### config.mk
export PLATFORM = sky130hd
export DESIGN_NAME = ttl_dreg_bank_sync
export DESIGN_NICKNAME = d
export VERILOG_FILES = /design/src/rtl/ttl_pkg.sv /design/src/rtl/ttl_cen_edge_det.sv /design/src/rtl/ttl_dreg_bank_sync.sv
export SDC_FILE = /design/constraint.sdc
export NUM_CORES = 1
export LEC_CHECK = 0
export ABC_AREA = 1
export CAP_MARGIN = 25
export CORE_MARGIN = 2
export CORE_UTILIZATION = 34
export CTS_CLUSTER_DIAMETER = 100
export CTS_CLUSTER_SIZE = 20
export DETAILED_ROUTE_END_ITERATION = 10
export PLACE_DENSITY_LB_ADDON = 0.3
export SLEW_MARGIN = 25
export SYNTH_ARGS = -nofsm -noshare
export SYNTH_HDL_FRONTEND = slang
export SYNTH_SLANG_ARGS = --single-unit
### constraint.sdc
create_clock -name Clk -period 1.05 [get_ports Clk]
set_clock_uncertainty 0.1 [all_clocks]
set_input_delay 0.105 -clock Clk [delete_from_list [all_inputs] [get_ports Clk]]
set_output_delay 0.105 -clock Clk [all_outputs]
set_load 0.05 [all_outputs]
### src/rtl/ttl_pkg.sv
// Shared definitions for the TTL-style register bank.
// Holds the strobe event mode encodings, the event decode function and the
// reset value of the per-channel strobe history flop.
package ttl_pkg;

  localparam int unsigned TTL_EDGE_RISE  = 0;
  localparam int unsigned TTL_EDGE_FALL  = 1;
  localparam int unsigned TTL_EDGE_LEVEL = 2;

  localparam int unsigned TTL_MAX_CHANNELS = 16;

  // Decode a strobe event from the current strobe and its value one clock ago.
  function automatic logic ttl_event(input int unsigned mode,
                                     input logic        cen,
                                     input logic        last_cen);
    logic ev;
    ev = 1'b0;
    case (mode)
      TTL_EDGE_RISE:  ev = cen & ~last_cen;
      TTL_EDGE_FALL:  ev = ~cen & last_cen;
      TTL_EDGE_LEVEL: ev = cen;
      default:        ev = 1'b0;
    endcase
    return ev;
  endfunction

  // History value after reset, chosen so the first cycle out of reset never
  // decodes an edge regardless of where the strobe sits.
  function automatic logic ttl_last_cen_rst(input int unsigned mode);
    logic v;
    v = 1'b0;
    case (mode)
      TTL_EDGE_RISE: v = 1'b1;
      TTL_EDGE_FALL: v = 1'b0;
      default:       v = 1'b0;
    endcase
    return v;
  endfunction

endpackage

### src/rtl/ttl_cen_edge_det.sv
// Per-channel strobe event detector.
// Ports:
//   Clk    - system clock
//   Reset  - synchronous reset, active-high
//   Cen    - strobe input for this channel
//   Event  - combinational event flag for the current clock (edge or level)
module ttl_cen_edge_det
  import ttl_pkg::*;
#(
  parameter int unsigned EDGE_MODE = TTL_EDGE_RISE
) (
  input  logic Clk,
  input  logic Reset,
  input  logic Cen,
  output logic Event
);

  logic last_cen;

  // Strobe history; tracks Cen every non-reset cycle, including during clear.
  always_ff @(posedge Clk) begin
    if (Reset) begin
      last_cen <= ttl_last_cen_rst(EDGE_MODE);
    end else begin
      last_cen <= Cen;
    end
  end

  assign Event = ttl_event(EDGE_MODE, Cen, last_cen);

endmodule

### src/rtl/ttl_dreg_bank_sync.sv
// Bank of independent TTL-style D registers loaded on strobe events.
// Ports:
//   Clk    - system clock, all state changes on posedge
//   Reset  - synchronous reset, active-high
//   Cen    - per-channel strobe (bit i -> channel i)
//   Clr_n  - per-channel synchronous clear, active-low
//   OE_n   - bank output enable, active-low, affects Y only
//   D      - data, channel i on D[i*WIDTH +: WIDTH]
//   Q      - raw register contents
//   Y      - Q, or FLOAT_VAL per channel while OE_n is high
//   Load   - one-cycle pulse registered alongside each channel load
module ttl_dreg_bank_sync
  import ttl_pkg::*;
#(
  parameter int unsigned       WIDTH     = 8,
  parameter int unsigned       CHANNELS  = 1,
  parameter int unsigned       EDGE_MODE = TTL_EDGE_RISE,
  parameter logic [WIDTH-1:0]  RESET_VAL = '0,
  parameter logic [WIDTH-1:0]  FLOAT_VAL = '1
) (
  input  logic                         Clk,
  input  logic                         Reset,
  input  logic [CHANNELS-1:0]          Cen,
  input  logic [CHANNELS-1:0]          Clr_n,
  input  logic                         OE_n,
  input  logic [CHANNELS*WIDTH-1:0]    D,
  output logic [CHANNELS*WIDTH-1:0]    Q,
  output logic [CHANNELS*WIDTH-1:0]    Y,
  output logic [CHANNELS-1:0]          Load
);

  localparam int unsigned BUS_W = CHANNELS * WIDTH;

  // Reject unsupported configurations at elaboration.
  if (EDGE_MODE > TTL_EDGE_LEVEL) begin : g_bad_edge_mode
    $error("ttl_dreg_bank_sync: EDGE_MODE %0d is not 0, 1 or 2", EDGE_MODE);
  end
  if ((CHANNELS < 1) || (CHANNELS > TTL_MAX_CHANNELS)) begin : g_bad_channels
    $error("ttl_dreg_bank_sync: CHANNELS %0d outside 1..16", CHANNELS);
  end

  for (genvar i = 0; i < CHANNELS; i++) begin : g_ch
    logic             cen_event;
    logic [WIDTH-1:0] q_r;
    logic             load_r;

    ttl_cen_edge_det #(
      .EDGE_MODE (EDGE_MODE)
    ) u_edge (
      .Clk   (Clk),
      .Reset (Reset),
      .Cen   (Cen[i]),
      .Event (cen_event)
    );

    // Register and load pulse: Reset > clear > event > hold.
    always_ff @(posedge Clk) begin
      if (Reset) begin
        q_r    <= RESET_VAL;
        load_r <= 1'b0;
      end else if (!Clr_n[i]) begin
        q_r    <= RESET_VAL;
        load_r <= 1'b0;
      end else if (cen_event) begin
        q_r    <= D[i*WIDTH +: WIDTH];
        load_r <= 1'b1;
      end else begin
        load_r <= 1'b0;
      end
    end

    assign Q[i*WIDTH +: WIDTH] = q_r;
    assign Load[i]             = load_r;
  end

  // Open-bus float value when the bank output is disabled.
  assign Y = OE_n ? BUS_W'({CHANNELS{FLOAT_VAL}}) : Q;

endmodule

==> out/metrics.cfg, run 1 <==
[timing]
hold_viol = 0
layout_min_cycle_time_ps = 1180
relSlewSlack_pct = 78.8
setup_viol_count_final = 14
fin_crit_sh_pct = 113
setup_slack_ps = -133
slew_violations = 0
fmax_mhz = 845
worstMarginPinSlew_ps = 318
rsz0062_at_grt = true

[clock_tree]
cts_tree = built
h-tree-depth = 1
numCtsBuffers = 3
clock-sinks = 10
clk_transition_reported_paths_ps = 70
ctsLongestPathBuffers = 2
clkLatencyLatePin_ps = 260
cts_hold_buf = 0
cts-root-buf = clkbuf_4

[pwr]
vdd_ir_drop_max_mv = 0.870
p_leak_uw = 0.000517
power_density_mw_per_mm2 = 1020
totalPowerFinal_uw = 1130
p_int_uw = 799
switching_share_pct = 29.1
comb_power_share_pct = 33.7
p_clk_share_pct = 30.9
power_frac_seq_pct = 35.4
p_sw_uw = 328

[critical_path]
cp.arrival_ps = 980
endpoint_kind = primary output
cp.required_ps = 840
cp-start-kind = register
slowest_delay_ps = 330
cp_max_fo = 2
path_cells = or2_4, buf_12
r2r_slack_ps = 130
critPathSlowestCell = dfxtp_2
timing_worst_setup_path_type = reg2out

[grt]
overflow = 0
grt_use_total_pct = 20.7
grt_max_degree = 10
antenna_found_initial = 0
grt_first_pass_wirelength_mm = 2.24
grt_pass1_vias = 553

[place]
portBuffers = 29
place.gp.congestion = 0.708
hpwl_um = 981

[route]
initialDrtViolationCount = 7
route.detailed.drc = 0
ant_nets = 0
vias = 583
drt-total-wl_mm = 1.51
firstDrtPassIters = 4
detail_route.wl_per_cell_um = 12.0
vias_per_cell = 4.63

[yosys]
postSynthAreaPerCell_um2 = 7.05
synth_nets = 79
synth_largest_type_area_fraction_pct = 43.0
netlist_area_um2 = 465
yosysUniqueCellTypes = 12
synth_area_leaders = dfxtp_1 43%, nor2_1 13%, or2_1 12%
ys_seq_elements = 10
synth_warnings = 0
seq_area_frac_synth_pct = 43.0
yosysTopAreaCell = dfxtp_1
synthCells = 66

[layout]
layout-drive-gt1-share_pct = 49.5
syn_to_final_growth_pct = 138
nets = 125
diodes = 0
final_util_pct = 86.4

[floorplan]
die_height_um = 41
ios = 30
start_util_pct = 36.2
fp.dieW_um = 41
dieArea_mm2 = 0.00168
design.core.area_mm2 = 0.00128
row_count = 13

[outcome]
violations = setup timing
status = finished with violations

[worst_hold_path]
hold_path.class = in2reg

[job]
maxCapViolCount = 0

==> path summary, 6_finish.rpt <==
kind / from / endpoint / cells after the start
worst min-delay path: Cen / Q[1]$_SDFFE_PP0P_ / 4
worst max-delay path: Q[5]$_SDFFE_PP0P_ / Y[5] / 2
worst max register to register: g_ch[0].u_edge.last_cen$_SDFF_PP1_ / Q[2]$_SDFFE_PP0P_ / 4
worst min register to register: Q[2]$_SDFFE_PP0P_ / Q[2]$_SDFFE_PP0P_ / 3
==> critical path, delay by kind of cell (launching register included) <==
kind	cells	cell delay, ps
flip-flops	1	330
AND/OR/NAND/NOR	1	240
buffers and inverters	1	150
==> state kept, by name, summed over array words and instances (netlist names) <==
name and cells:
Load 1, Q 8, g_ch.u_edge.last_cen 1
==> layer usage <==
layer / wire [um] / part of all wire, % / GRT usage, % / vias to the layer above
met5: 0 / 0 / 0 / -
met4: 8 / 0.53 / 7.50 / 0
met3: 78 / 5.2 / 5.43 / 2
met2: 872 / 58 / 38.3 / 22
met1: 552 / 37 / 22.0 / 273
li1: - / - / - / 286
==> synthesized netlist by cell type <==
cell     number
inv_1         9
and2_1        1
or2_1         9
nand2_1       8
nor2_2        1
inv_2         1
buf_6         1
nand3_1       8
inv_4         1
nor2_1       16
nor2_4        1
dfxtp_1      10
==> placed cells by master, fill, tap and decap left out, drive strengths merged <==
master	instances
and2	1
buf	29
dlygate4sd2	1
or2	9
dlymetal6s2s	1
nor2	19
clkdlybuf4s50	10
nand2	8
inv	11
nand3	8
dfxtp	10
clkbuf	4
==> power by group through the flow <==
stage	Combinational [uW]	Sequential (uW)	Clock [uW]
floorplan	149	433	0
CTS	376	396	363
global route	400	400	375
global placement	353	410	0
detailed placement	360	411	0
finish	380	399	348
==> area by class of cell <==
cell class | count | area [um^2]
fill | 67 | 175
tap | 15 | 18.8
multi-input combinational | 45 | 236
clock buffer | 4 | 36.3
timing repair buffer | 41 | 563
inverter | 11 | 43.8
sequential | 10 | 211
==> stage by stage <==
| step | setup slack (ps) | TNS, ps | instance area, um^2 | hold WS (ps) | std cells |
|---|---|---|---|---|---|
| detailed placement | -298 | -4260 | 993 | 404 | 113 |
| global route | -153 | -1480 | 1110 | 186 | 126 |
| finish | -133 | -1070 | 1110 | 145 | 126 |
| global placement | -264 | -3900 | 993 | 400 | 113 |
| floorplan | 97.1 | 0 | 495 | 105 | 66 |
| CTS | -130 | -1210 | 1090 | 360 | 125 |
==> timing repair <==
| action | CTS | global route |
|---|---|---|
| setup endpoints to repair | 8 | 22 |
| resized for setup | 1 | 5 |
| pin swaps | 8 | 1 |
| buffers inserted | 8 | 0 |
| cloned | 0 | 1 |
==> kinds of logic (layout without fill, tap and decap cells) <==
family / Yosys count / in the layout / synth area share, %
buffers and inverters: 12 / 56 / 11.8
DFF: 10 / 10 / 43.0
and+or+nand+nor: 44 / 45 / 45.2
Power figures use the tool's default switching activity.
==> inputs of run 2 (changes only) <==
==> constraint.sdc (replaced) <==
create_clock -name Clk -period 1.3 [get_ports Clk]
set_clock_uncertainty 0.1 [all_clocks]
set_input_delay 0.13 -clock Clk [delete_from_list [all_inputs] [get_ports Clk]]
set_output_delay 0.13 -clock Clk [all_outputs]
set_load 0.05 [all_outputs]
==> run 2 against run 1 <==
Compared with the run above:
- the flow now finishes without violations
- routed wire length fell by 25%
- critical path type unchanged
- critical endpoint is now Y[4]
- non-clock buffer count down 11
- register-to-register slack gained 260 ps
- worst setup slack gained 160 ps
- die area unchanged
- utilization is 8.7 points lower
- cell area is 10% lower
- clock power is 19% lower
- global-route usage shrank 3.9 points
- count of clock-buffer cells in the layout is the same
- combinational power fell by 26%
- flip-flop and latch count unchanged
==> out/metrics.cfg, run 2 (same netlist as run 1, synthesis figures left out) <==
[pwr]
p_clk_share_pct = 31.8  ; +0.9 points
p_sw_uw = 257  ; -22%
p_leak_uw = 0.000448  ; -13%
power_frac_seq_pct = 36.6  ; +1.2 points
comb_power_share_pct = 31.6  ; -2.1 points
power_density_mw_per_mm2 = 887  ; -13%
switching_share_pct = 29.0  ; -0.097 points
vdd_ir_drop_max_mv = 0.531  ; -39%
p_int_uw = 629  ; -21%
totalPowerFinal_uw = 886  ; -21%

[critical_path]
reg2reg_from = g_ch[0].u_edge.last_cen$_SDFF_PP1_
cp_max_fo = 3  ; +1
r2r_slack_ps = 390  ; +260 ps
cp-start-kind = register
timing_worst_setup_path_type = reg2out
r2r_end = Q[5]$_SDFFE_PP0P_
cp.required_ps = 1070  ; +230 ps
endpoint_kind = primary output
cp.arrival_ps = 1040  ; +60 ps
reg2regPathDepth = 3  ; -1

[floorplan]
fp.dieW_um = 41  ; unchanged
die_height_um = 41  ; unchanged
start_util_pct = 36.2  ; unchanged
design.core.area_mm2 = 0.00128  ; unchanged
row_count = 13  ; unchanged
dieArea_mm2 = 0.00168  ; unchanged
ios = 30  ; unchanged

[timing]
relSlewSlack_pct = 76.8  ; -2.0 points
setup_viol_count_final = 0  ; -14
layout_min_cycle_time_ps = 1270
fmax_mhz = 788
tns_ps = 0  ; +1070 ps
worstMarginPinSlew_ps = 348  ; +30.1 ps
rsz0062_at_grt = false
fin_crit_sh_pct = 97.6
slew_violations = 0  ; unchanged
hold_viol = 0  ; unchanged

[layout]
layout-drive-gt1-share_pct = 36.4  ; -13 points
nets = 113  ; -9.6%
mostFrequentLayoutCells = 17 x buf_12, 16 x nor2_1, 11 x clkdlybuf4s50_1
syn_to_final_growth_pct = 115
final_common_cell = buf_12
largest_reg_flops = 8  ; unchanged
diodes = 0  ; unchanged

[grt]
grt_use_total_pct = 16.8  ; -3.9 points
grt_max_degree = 10  ; unchanged
grt_first_pass_wirelength_mm = 1.84  ; -18%
grt_pass1_vias = 422  ; -24%
antenna_found_initial = 0  ; unchanged
overflow = 0  ; unchanged

[worst_hold_path]
worstHoldStart = D[3]
hold_path.class = in2reg
worstHoldPathCells = 5  ; +1
min_to = Q[3]$_SDFFE_PP0P_

[clock_tree]
clkLatencyLatePin_ps = 260  ; about the same
cts_hold_buf = 0  ; unchanged
post_cts_buffers = 0  ; -8
clock-sinks = 10  ; unchanged
h-tree-depth = 1  ; unchanged
clk_transition_reported_paths_ps = 70  ; about the same
ctsLongestPathBuffers = 2  ; unchanged
cts-root-buf = clkbuf_4
numCtsBuffers = 3  ; unchanged
cts_tree = built

[route]
route.detailed.drc = 0  ; unchanged
initialDrtViolationCount = 18  ; +11
ant_nets = 0  ; unchanged
vias_per_cell = 4.44  ; -4.1%
vias = 506  ; -13%
drt-total-wl_mm = 1.14  ; -25%
firstDrtPassIters = 4  ; unchanged
detail_route.wl_per_cell_um = 9.97  ; -17%

[job]
maxCapViolCount = 0  ; unchanged

[place]
place.gp.congestion = 0.614  ; -13%
portBuffers = 29  ; unchanged
hpwl_um = 851  ; -13%

[outcome]
status = completed

[run 2: worst max-delay path, cell delays in order, from the launching register on]
cell	delay, ps
dfxtp_1	350
or2_4	280
buf_12	150
[run 2: how the worst max path moves through the flow]
stage                                 start  endpoint  cells after the start
final                     Q[4]$_SDFFE_PP0P_      Y[4]                      2
after global routing      Q[4]$_SDFFE_PP0P_      Y[4]                      2
after CTS                 Q[7]$_SDFFE_PP0P_      Y[7]                      2
after detailed placement               OE_n      Y[7]                      3
after global placement                 OE_n      Y[2]                      3
after floorplan           Q[0]$_SDFFE_PP0P_      Y[0]                      1
[run 2: per-stage QoR]
step / std cells / util (%) / setup slack [ps] / instance area, um^2 / hold WS [ps]
CTS: 114 / 77.5 / 23.3 / 996 / 387
floorplan: 66 / - / 137 / 485 / 130
global route: 114 / 77.7 / 6.00 / 998 / 416
finish: 114 / 77.7 / 30.7 / 998 / 389
detailed placement: 110 / 74.8 / -82.7 / 961 / 431
global placement: 110 / 74.8 / -59.2 / 961 / 423
[run 2: timing repair]
action | in CTS | in global routing
gates resized for setup | 1 | 2
endpoints found under the hold margin | 0 | 0
endpoints found under the setup margin | 8 | 2
[run 2: final cells by class]
cell class                 count  area, um^2
tap                           15        18.8
clock buffer                   4        36.3
inverter                      11        43.8
fill                          88         287
sequential                    10         203
timing repair buffer          30         467
multi-input combinational     44         230
[run 2: power groups by stage]
stage | Clock (uW) | Combinational [uW] | Sequential [uW]
after global routing | 308 | 296 | 325
after detailed placement | 0 | 281 | 331
after global placement | 0 | 277 | 330
after floorplan | 0 | 120 | 348
final | 282 | 280 | 324
after CTS | 286 | 281 | 324
[run 2: metal layers]
metal,global-route usage [%],part of all wire (%)
met5,0,0
met4,7.50,0.53
met3,3.26,5.2
met2,27.3,54
met1,21.1,40
